$ cat src/rtl/i2s_pkg.sv
`default_nettype none
// ---------------------------------------------------------------------------
// i2s_pkg : shared constants and pairing-FSM encoding for the stereo framer
// Rev 1.0
// ---------------------------------------------------------------------------
package i2s_pkg;

  localparam int DATA_W  = 32;
  localparam int FRAME_W = 2 * DATA_W;

  // Stereo frame layout matches the DAC input: left in the upper half
  localparam int L_MSB = FRAME_W - 1;
  localparam int L_LSB = DATA_W;
  localparam int R_MSB = DATA_W - 1;
  localparam int R_LSB = 0;

  typedef enum logic [0:0] {
    WAIT_L = 1'b0,
    WAIT_R = 1'b1
  } pair_state_e;

endpackage
`default_nettype wire

$ cat src/rtl/i2s_stereo_framer_if.sv
`default_nettype none
// ---------------------------------------------------------------------------
// i2s_stereo_framer_if : ADC sample inputs, AXI-stream frame output, status
// Rev 1.0
// ---------------------------------------------------------------------------
interface i2s_stereo_framer_if #(
  parameter int DATA_WIDTH = 32,
  parameter int FIFO_AW    = 4,
  parameter int CNT_W      = 16
);

  logic [DATA_WIDTH-1:0]   adc_l_tdata;
  logic [DATA_WIDTH-1:0]   adc_r_tdata;
  logic [1:0]              adc_tvalid;
  logic [1:0]              adc_tready;
  logic [2*DATA_WIDTH-1:0] m_tdata;
  logic                    m_tvalid;
  logic                    m_tready;
  logic [FIFO_AW:0]        fill_level;
  logic [CNT_W-1:0]        overflow_cnt;
  logic [CNT_W-1:0]        orphan_cnt;

  modport master (
    input  adc_l_tdata, adc_r_tdata, adc_tvalid, m_tready,
    output adc_tready, m_tdata, m_tvalid, fill_level, overflow_cnt, orphan_cnt
  );

  modport slave (
    output adc_l_tdata, adc_r_tdata, adc_tvalid, m_tready,
    input  adc_tready, m_tdata, m_tvalid, fill_level, overflow_cnt, orphan_cnt
  );

endinterface
`default_nettype wire

$ cat src/rtl/i2s_stereo_framer_fifo.sv
`default_nettype none
// ---------------------------------------------------------------------------
// sync_fifo_fwft : single-clock first-word-fall-through FIFO, 2**AW entries
// Rev 1.0
// ---------------------------------------------------------------------------
module sync_fifo_fwft #(
  parameter int WIDTH = 64,
  parameter int AW    = 4
) (
  input  wire logic             clk,
  input  wire logic             rst,
  input  wire logic             i_wr_en,
  input  wire logic [WIDTH-1:0] i_wr_data,
  input  wire logic             i_rd_en,
  output logic      [WIDTH-1:0] o_rd_data,
  output logic                  o_empty,
  output logic                  o_full,
  output logic      [AW:0]      o_count
);

  localparam int          DEPTH     = 2 ** AW;
  localparam logic [AW:0] C_PTR_ONE = (AW + 1)'(1);

  logic [WIDTH-1:0] r_mem [DEPTH];
  logic [AW:0]      r_wr_ptr;
  logic [AW:0]      r_rd_ptr;
  logic             w_wr;
  logic             w_rd;

  // Extra pointer MSB distinguishes full from empty when the indices match
  assign o_empty = (r_wr_ptr == r_rd_ptr);
  assign o_full  = (r_wr_ptr[AW] != r_rd_ptr[AW]) &&
                   (r_wr_ptr[AW-1:0] == r_rd_ptr[AW-1:0]);
  assign o_count = r_wr_ptr - r_rd_ptr;

  assign w_wr = i_wr_en & ~o_full;
  assign w_rd = i_rd_en & ~o_empty;

  assign o_rd_data = o_empty ? '0 : r_mem[r_rd_ptr[AW-1:0]];

  always_ff @(posedge clk) begin
    if (w_wr) begin
      r_mem[r_wr_ptr[AW-1:0]] <= i_wr_data;
    end
  end

  always_ff @(posedge clk or posedge rst) begin
    if (rst) begin
      r_wr_ptr <= '0;
      r_rd_ptr <= '0;
    end else begin
      if (w_wr) begin
        r_wr_ptr <= r_wr_ptr + C_PTR_ONE;
      end
      if (w_rd) begin
        r_rd_ptr <= r_rd_ptr + C_PTR_ONE;
      end
    end
  end

endmodule
`default_nettype wire

$ cat src/rtl/i2s_stereo_framer.sv
`default_nettype none
// ---------------------------------------------------------------------------
// i2s_stereo_framer : pairs L/R ADC samples into {L,R} frames, FIFO to AXIS
// Rev 1.0
// ---------------------------------------------------------------------------
module i2s_stereo_framer
  import i2s_pkg::*;
#(
  parameter int DATA_WIDTH = DATA_W,
  parameter int FIFO_AW    = 4,
  parameter int CNT_W      = 16
) (
  input  wire logic           clk,
  input  wire logic           rst,
  i2s_stereo_framer_if.master bus
);

  localparam int               FW        = 2 * DATA_WIDTH;
  localparam logic [CNT_W-1:0] C_CNT_ONE = CNT_W'(1);

  pair_state_e           r_state;
  pair_state_e           w_state_nxt;
  logic [DATA_WIDTH-1:0] r_held_l;
  logic                  w_capture;
  logic                  w_push;
  logic                  w_orphan;
  logic [FW-1:0]         w_frame;
  logic                  r_push;
  logic [FW-1:0]         r_frame;
  logic [FW-1:0]         w_head;
  logic                  w_empty;
  logic                  w_full;
  logic [FIFO_AW:0]      w_count;
  logic                  w_pop;
  logic                  w_overflow;
  logic [CNT_W-1:0]      r_overflow_cnt;
  logic [CNT_W-1:0]      r_orphan_cnt;

  always_comb begin
    w_state_nxt = r_state;
    w_capture   = 1'b0;
    w_push      = 1'b0;
    w_orphan    = 1'b0;
    w_frame     = {r_held_l, bus.adc_r_tdata};
    case (r_state)
      WAIT_L: begin
        case (bus.adc_tvalid)
          2'b10: begin
            w_capture   = 1'b1;
            w_state_nxt = WAIT_R;
          end
          2'b01: w_orphan = 1'b1;
          2'b11: begin
            w_push  = 1'b1;
            w_frame = {bus.adc_l_tdata, bus.adc_r_tdata};
          end
          default: ;
        endcase
      end
      WAIT_R: begin
        case (bus.adc_tvalid)
          2'b01: begin
            w_push      = 1'b1;
            w_state_nxt = WAIT_L;
          end
          2'b10: begin
            w_orphan  = 1'b1;
            w_capture = 1'b1;
          end
          2'b11: begin
            w_push    = 1'b1;
            w_capture = 1'b1;
          end
          default: ;
        endcase
      end
      default: w_state_nxt = WAIT_L;
    endcase
  end

  // Completed pairs are registered once before the FIFO write
  always_ff @(posedge clk or posedge rst) begin
    if (rst) begin
      r_state  <= WAIT_L;
      r_held_l <= '0;
      r_push   <= 1'b0;
      r_frame  <= '0;
    end else begin
      r_state <= w_state_nxt;
      r_push  <= w_push;
      if (w_capture) begin
        r_held_l <= bus.adc_l_tdata;
      end
      if (w_push) begin
        r_frame <= w_frame;
      end
    end
  end

  sync_fifo_fwft #(
    .WIDTH (FW),
    .AW    (FIFO_AW)
  ) u_fifo (
    .clk       (clk),
    .rst       (rst),
    .i_wr_en   (r_push),
    .i_wr_data (r_frame),
    .i_rd_en   (w_pop),
    .o_rd_data (w_head),
    .o_empty   (w_empty),
    .o_full    (w_full),
    .o_count   (w_count)
  );

  assign w_pop      = ~w_empty & bus.m_tready;
  assign w_overflow = r_push & w_full;

  always_ff @(posedge clk or posedge rst) begin
    if (rst) begin
      r_overflow_cnt <= '0;
      r_orphan_cnt   <= '0;
    end else begin
      if (w_overflow && (r_overflow_cnt != '1)) begin
        r_overflow_cnt <= r_overflow_cnt + C_CNT_ONE;
      end
      if (w_orphan && (r_orphan_cnt != '1)) begin
        r_orphan_cnt <= r_orphan_cnt + C_CNT_ONE;
      end
    end
  end

  assign bus.adc_tready   = 2'b11;
  assign bus.m_tdata      = w_head;
  assign bus.m_tvalid     = ~w_empty;
  assign bus.fill_level   = w_count;
  assign bus.overflow_cnt = r_overflow_cnt;
  assign bus.orphan_cnt   = r_orphan_cnt;

endmodule
`default_nettype wire

$ cat src/flat_wrapper.sv
// flat-port wrapper written by rule: the top's interface ports become plain ports
module i2s_stereo_framer_flat import i2s_pkg::*;
#(
  parameter int DATA_WIDTH = DATA_W,
  parameter int FIFO_AW    = 4,
  parameter int CNT_W      = 16
)
  (clk, rst, bus_adc_l_tdata, bus_adc_r_tdata, bus_adc_tvalid, bus_m_tready, bus_adc_tready, bus_m_tdata, bus_m_tvalid, bus_fill_level, bus_overflow_cnt, bus_orphan_cnt);
  i2s_stereo_framer_if #(.DATA_WIDTH(DATA_WIDTH), .FIFO_AW(FIFO_AW), .CNT_W(CNT_W)) bus_i ();
  input  wire logic clk;
  input  wire logic rst;
  input wire logic [$bits(bus_i.adc_l_tdata)-1:0] bus_adc_l_tdata;
  input wire logic [$bits(bus_i.adc_r_tdata)-1:0] bus_adc_r_tdata;
  input wire logic [$bits(bus_i.adc_tvalid)-1:0] bus_adc_tvalid;
  input wire logic [$bits(bus_i.m_tready)-1:0] bus_m_tready;
  output wire logic [$bits(bus_i.adc_tready)-1:0] bus_adc_tready;
  output wire logic [$bits(bus_i.m_tdata)-1:0] bus_m_tdata;
  output wire logic [$bits(bus_i.m_tvalid)-1:0] bus_m_tvalid;
  output wire logic [$bits(bus_i.fill_level)-1:0] bus_fill_level;
  output wire logic [$bits(bus_i.overflow_cnt)-1:0] bus_overflow_cnt;
  output wire logic [$bits(bus_i.orphan_cnt)-1:0] bus_orphan_cnt;
  assign bus_i.adc_l_tdata = bus_adc_l_tdata;
  assign bus_i.adc_r_tdata = bus_adc_r_tdata;
  assign bus_i.adc_tvalid = bus_adc_tvalid;
  assign bus_i.m_tready = bus_m_tready;
  assign bus_adc_tready = bus_i.adc_tready;
  assign bus_m_tdata = bus_i.m_tdata;
  assign bus_m_tvalid = bus_i.m_tvalid;
  assign bus_fill_level = bus_i.fill_level;
  assign bus_overflow_cnt = bus_i.overflow_cnt;
  assign bus_orphan_cnt = bus_i.orphan_cnt;
  i2s_stereo_framer #(.DATA_WIDTH(DATA_WIDTH), .FIFO_AW(FIFO_AW), .CNT_W(CNT_W)) u_core (.clk(clk), .rst(rst), .bus(bus_i));
endmodule
$ cat config.mk
export PLATFORM = sky130hd
export DESIGN_NAME = i2s_stereo_framer_flat
export DESIGN_NICKNAME = d
export VERILOG_FILES = /design/src/rtl/i2s_pkg.sv /design/src/rtl/i2s_stereo_framer_if.sv /design/src/rtl/i2s_stereo_framer_fifo.sv /design/src/rtl/i2s_stereo_framer.sv /design/src/flat_wrapper.sv
export SDC_FILE = /design/constraint.sdc
export NUM_CORES = 1
export LEC_CHECK = 0
export ABC_AREA = 1
export CAP_MARGIN = 20
export CORE_ASPECT_RATIO = 1.4
export CORE_MARGIN = 1.5
export CORE_UTILIZATION = 55
export DETAILED_ROUTE_END_ITERATION = 16
export GPL_TIMING_DRIVEN = 0
export PLACE_DENSITY_LB_ADDON = 0.12
export SYNTH_ARGS = -nofsm -noshare
export SYNTH_HDL_FRONTEND = slang
export SYNTH_SLANG_ARGS = --single-unit
$ cat constraint.sdc
create_clock -name clk -period 8.64 [get_ports clk]
set_input_delay 1.728 -clock clk [delete_from_list [all_inputs] [get_ports clk]]
set_output_delay 1.728 -clock clk [all_outputs]
set_load 0.02 [all_outputs]
==> results of run 1 <==
[metal layers]
layer	track usage, %	vias up	part of all wire (%)
met5	0	-	0
met4	10.9	0	3.6
met3	3.76	240	6.6
met2	50.2	1259	52
met1	33.9	16400	38
li1	-	16700	-
[worst paths after layout]
kind                                                     to  slack [ps]  cells after the start
max in group asynchronous         u_core.bus.orphan_cnt[11]        6320                      3
worst min register to register           u_core.r_held_l[8]         490                      2
min in group asynchronous       u_core.bus.overflow_cnt[11]        1380                      2
worst max register to register  u_core.u_fifo.r_mem[12][34]        4200                     14
worst min-delay path                     u_core.r_held_l[8]         490                      2
worst max-delay path                        bus_m_tdata[53]        1830                     11
[sequential cells by signal, indices dropped and copies added, names as in the netlist]
signal                   flops
u_core.r_frame              64
u_core.bus.orphan_cnt       16
u_core.r_push                1
u_core.u_fifo.r_rd_ptr       5
u_core.r_held_l             32
u_core.u_fifo.r_wr_ptr       5
u_core.r_state               1
u_core.bus.overflow_cnt     16
u_core.u_fifo.r_mem       1024
[cell type report]
cell class | count | area [sq um] | area share, %
antenna | 3 | 7.51 | 0.0129
buffer | 241 | 1270 | 2.18
clock buffer | 146 | 3060 | 5.26
clock inverter | 57 | 523 | 0.898
inverter | 775 | 2920 | 5.01
multi-input combinational | 2861 | 12200 | 21.0
sequential | 1164 | 34300 | 58.8
tap | 1197 | 1500 | 2.57
timing repair buffer | 214 | 2470 | 4.25
[layout by cell type (no fill, tap or decap), types with 66 or more instances in the layout]
| cell type | count |
|---|---|
| nand3_1 | 528 |
| inv_1 | 768 |
| clkbuf_1 | 70 |
| dfrtp_1 | 140 |
| clkbuf_16 | 112 |
| clkdlybuf4s50_1 | 170 |
| a21oi_1 | 107 |
| buf_2 | 149 |
| nand2_1 | 1999 |
| o21ai_0 | 66 |
| edfxtp_1 | 1024 |
[through the flow]
step	cell area (sq um)	std cells	hold WS (ps)
after floorplan	50500	5041	453
after global placement	53700	6408	466
after detailed placement	54600	6452	473
after CTS	58200	6655	490
after global routing	58200	6655	505
final	58200	6658	486
[worst max-delay path, delay by kind of cell (launching register included)]
kind	cells	cell delay, ps
fa+ha+maj	1	200
simple gates	2	790
flops	1	440
compound gates	1	160
buf+inv	7	2740
[cell families (layout without fill, tap and decap cells)]
logic type | Yosys count | in the layout
adders and majority gates | 12 | 12
xor gates and xnor gates | 33 | 33
buffers and inverters | 1016 | 1433
and+or+nand+nor | 2609 | 2609
AOI/OAI and AO/OA | 205 | 205
DFF | 1164 | 1164
other | 1 | 5
[where the power goes]
group	internal, uW	switching [uW]	leakage, uW
Combinational	2390	4930	0.0126
Clock	2720	2080	0.00175
Sequential	6780	404	0.0110
==> metrics.txt, run 1 <==
status=completed; CP endpoint kind=output pin; number of flip-flops and latches in the synthesized netlist=1164; number of warning messages in the yosys log=0; total of hold buffers inserted after clock tree synthesis=0; Worst-Margin Slew=about 1100 ps; IO buf count=170; sequential cell area fraction in the yosys report=between 60 and 70%; commonest cells in the netlist=nand2_1, edfxtp_1, inv_1, nand3_1, buf_2; WL final=around 130000 um; final weighted congestion of routability-driven global placement=about 0.84; TritonCTS clock tree=done; clock root cell=clkbuf_16; post-layout power=19300 uW; final worst-path cycle share=between 70% and 80%; number of top-level design ports=approximately 170; Worst EP required=~6900 ps; leakage power figure=0.0253 uW; dominant register cell in the synthesized netlist=edfxtp_1; worst min-delay path startpoint=u_core.r_held_l[8]; global-route wire length before repair=between 150000 and 200000 um; antenna violations before repair=2; Synth top area share=around three fifths; tightest slew margin relative to the limit=between 20% and 30%; Async SR Flop Fraction=between 10% and 20%; maximum fanout along the worst path=13; post-synthesis share of cell area spent on and, or, nand and nor gates=20.9%; clock skew=approximately 24 ps; die width=259 um; Max Slew Vio Count=0; dominant cells by area after synthesis=edfxtp_1, nand2_1, dfrtp_1; unrepaired setup endpoints after global routing=no; category of the worst setup path launch point=flop; number of global-route vias before repair=about 33000; clock latency on the worst-skew pair=approximately 710 ps; number of hold-slack violations in the final timing report=0; Post-Syn Instances=approximately 5000; highest achievable clock rate=147 MHz; number of failing setup endpoints in the final timing report=0; largest vdd supply drop=0.000217 V; CP peak stage delay=660 ps; synthesized cell area=50500 sq um; number of inserted filler cells in the final layout=just over 7000; number of nets in the finished design=approximately 5400; Clock Sink Count=between 1000 and 1500; per-cell via count in the routed design=roughly 5.2; most used standard cell by instance count after synthesis=nand2_1; routed via count=approximately 35000; Worst Path Class, Setup=flop to output pin; total die area=between 90000 and 100000 sq um; iteration-0 DRC count of the detailed router=3102; clock buffers created by TritonCTS=108; least setup slack across all paths after layout=1830 ps; cell row count=131; count of distinct cell types in the synthesized netlist=34; final total negative setup slack=0 ps; maximum level of the CTS H-tree=3; post-route core utilization=63.9%; postcts setup bufs=0; synthesis-to-finish area growth=15.2%; starting density of the core=between 50% and 60%; PD cells=between 300 and 400 nW/um^2; clock-pin slew on the worst setup and hold paths=70 ps; Hold Crit Class=flop to flop; DPL Wire Length=88900 um; shortest clock period the worst path allows after layout=~7000 ps; share of cells above drive strength 1=7.90%; area inside the core boundary=~91000 sq um; pre-CTS setup slack=between 2000 and 3000 ps; fraction of synthesized cell area in xor and xnor cells=less than 1%; post-route antenna net violation count=0; launch point of the worst path=u_core.u_fifo.r_rd_ptr[1]; post-cts repair resize count=0; compound-cell area share of the yosys netlist=between 2 and 2.5%; dominant combinational cell family by area after synthesis=simple AND/OR/NAND/NOR gates; Die Span Y=approximately 360 um; cell with the largest stage delay on the worst path=nor2_1; arrival time of data at the critical path endpoint=5080 ps; number of maximum-capacitance constraint violations=0; average wire per standard cell=between 15 and 20 um; syn avg cell area=~10 sq um; cells along the critical path=buf_2 > inv_2 > buf_2 > buf_2 > ha_1 > nand4_1 > nor2_1 > buf_2 > buf_2 > a21oi_1 > clkdlybuf4s50_1; GRT Overall Usage=27.9%; adder-cell area share of the yosys netlist=0.312%; FF-to-FF Start=u_core.u_fifo.r_rd_ptr[1]; DRC Markers=0; Post-synth EDFFs=approximately 1000; Most Frequent Cell on Critical Path=buf_2; Yosys top cell by area=edfxtp_1; number of detailed-routing iterations run before antenna repair=6; total overflow reported by the global router=0; Clock Path Buffers=3; mux cell area share after synthesis=0%; maximum number of pins on one net before global-route repair=~110
Note: power is estimated with default switching activity, not from simulation.
==> run 2: changes to the inputs <==
- clock period: 8.64 -> 6.5 ns (I/O delays scaled with it)
==> run 2 against run 1 <==
Compared with the run above: register-to-register slack worse by 2200 ps; setup slack worse by 1500 ps; count of clock-buffer cells in the layout stayed put; clock power is 33% higher; power is 33% higher; sequential cell count stayed put; global-route usage stayed put; hold slack better by 1.9 ps; wire length hardly changed; critical path depth stayed put; final area hardly changed; clock skew is 0.80 ps higher; largest power group unchanged; highest routed layer unchanged.
==> metrics.txt, run 2 (synthesis results as in run 1) <==
number of top-level design ports=173 (unchanged); number of global-route vias before repair=33500 (unchanged); total of hold buffers inserted after clock tree synthesis=0 (unchanged); clock skew=24.5 ps (+0.799 ps); arrival time of data at the critical path endpoint=4870 ps (-210 ps); iteration-0 DRC count of the detailed router=3018 (-2.7%); die width=259 um (unchanged); DPL Wire Length=88900 um (unchanged); starting density of the core=55.5% (unchanged); PD cells=441 nW/um^2 (+33%); TritonCTS clock tree=done; maximum number of pins on one net before global-route repair=107 (unchanged); Clock Path Buffers=3 (unchanged); DRC Markers=0 (unchanged); maximum level of the CTS H-tree=3 (unchanged); WL final=130000 um (about the same); final total negative setup slack=0 ps (unchanged); share of cells above drive strength 1=7.91% (+0.018 points); commonest cells after routing, fill and taps aside=nand2_1, edfxtp_1, inv_1; number of inserted filler cells in the final layout=7153 (+0.042%); Clock Sink Count=1164 (unchanged); post-layout power=25700 uW (+33%); Largest register FFs=1024 (unchanged); category of the worst setup path launch point=flop; total overflow reported by the global router=0 (unchanged); antenna violations before repair=2 (unchanged); clock latency on the worst-skew pair=710 ps (about the same); number of nets in the finished design=5446 (unchanged); number of maximum-capacitance constraint violations=0 (unchanged); IO buf count=170 (unchanged); postcts setup bufs=0 (unchanged); post-route antenna net violation count=0 (unchanged); shortest clock period the worst path allows after layout=6170 ps; GRT Overall Usage=27.9% (unchanged); final worst-path cycle share=~95%; Max Slew Vio Count=0 (unchanged); Hold Crit Class=flop to flop; clock root cell=clkbuf_16; Worst EP required=5200 ps (-1710 ps); most common library cell in the layout ignoring fill and taps=nand2_1; unrepaired setup endpoints after global routing=no; Die Span Y=362 um (unchanged); highest achievable clock rate=between 150 and 200 MHz; routed via count=34700 (+0.081%); Worst-Margin Slew=1120 ps (-20.8 ps); Worst Path Class, Setup=flop to output pin; cell row count=131 (unchanged); tightest slew margin relative to the limit=25.1% (+1.4 points); synthesis-to-finish area growth=15.2% (about the same); total die area=93700 sq um (unchanged); status=completed; number of failing setup endpoints in the final timing report=0 (unchanged); Hold Worst Slack=488 ps (+1.90 ps); leakage power figure=0.0253 uW (about the same); final weighted congestion of routability-driven global placement=0.835 (unchanged); clock buffers created by TritonCTS=108 (unchanged); post-route core utilization=63.9% (about the same); dpl cell area=54600 sq um (unchanged); global-route wire length before repair=195000 um (unchanged); maximum fanout along the worst path=13 (unchanged); per-cell via count in the routed design=5.21 (about the same); number of detailed-routing iterations run before antenna repair=6 (unchanged); largest vdd supply drop=0.000287 V (+32%); clock-pin slew on the worst setup and hold paths=70 ps (about the same); CP endpoint kind=output pin; final design area excluding fillers=58200 sq um (about the same); area inside the core boundary=91100 sq um (unchanged); number of hold-slack violations in the final timing report=0 (unchanged); average wire per standard cell=19.5 um (about the same)
[run 2: final cells by class]
class,count,area (sq um),share of cell area [%]
flip-flops and latches,1164,34300,58.8
multi-input cells,2861,12200,21.0
clock buffers,146,3060,5.26
inverters,775,2920,5.01
repair buffers,214,2470,4.25
well taps,1197,1500,2.57
plain buffers,241,1270,2.18
clock inverters,57,523,0.898
diodes,3,7.51,0.0129
[run 2: power breakdown]
part / internal [uW] / leakage [uW] / switching [uW]
Clock: 3620 / 0.00175 / 2770
Sequential: 9010 / 0.0110 / 535
Combinational: 3180 / 0.0126 / 6550
Total: 15800 / 0.0253 / 9850
[run 2: worst max-delay path: stages (launching register included)]
cell and delay (ps):
dfrtp_1 430, buf_2 190, inv_2 110, buf_2 550
buf_2 450, ha_1 200, nand4_1 150, nor2_2 430
buf_2 510, buf_2 360, a21oi_1 160, clkdlybuf4s50_1 570
[run 2: path summary, 6_finish.rpt]
check,start,endpoint,slack [ps],cells past startpoint
worst max-delay path,u_core.u_fifo.r_rd_ptr[1],bus_m_tdata[53],330,11
worst min-delay path,u_core.r_held_l[26],u_core.r_held_l[26],490,2
worst max register to register,u_core.u_fifo.r_rd_ptr[1],u_core.u_fifo.r_mem[12][49],2020,14
worst min register to register,u_core.r_held_l[26],u_core.r_held_l[26],490,2
max in group asynchronous,rst,u_core.bus.orphan_cnt[11],4610,3
min in group asynchronous,rst,u_core.bus.overflow_cnt[11],950,2
[run 2: repair_timing]
item / CTS / global route
endpoints found under the setup margin: 0 / 2
gates resized for setup: 0 / 1
endpoints found under the hold margin: 0 / 0
[run 2: per-stage QoR]
stage | cells | worst slack, ps
after floorplan | 5041 | 76.6
after detailed placement | 6452 | 818
final | 6658 | 335
after global placement | 6408 | -4860
after global routing | 6655 | 219
after CTS | 6655 | 42.9
[run 2: metal layers]
layer	share of wire [%]	global-route usage, %	vias to the layer above
met1	38	33.9	16400
li1	-	-	16700
met3	6.7	3.76	236
met2	52	50.2	1289
met5	0	0	-
met4	3.6	10.9	0
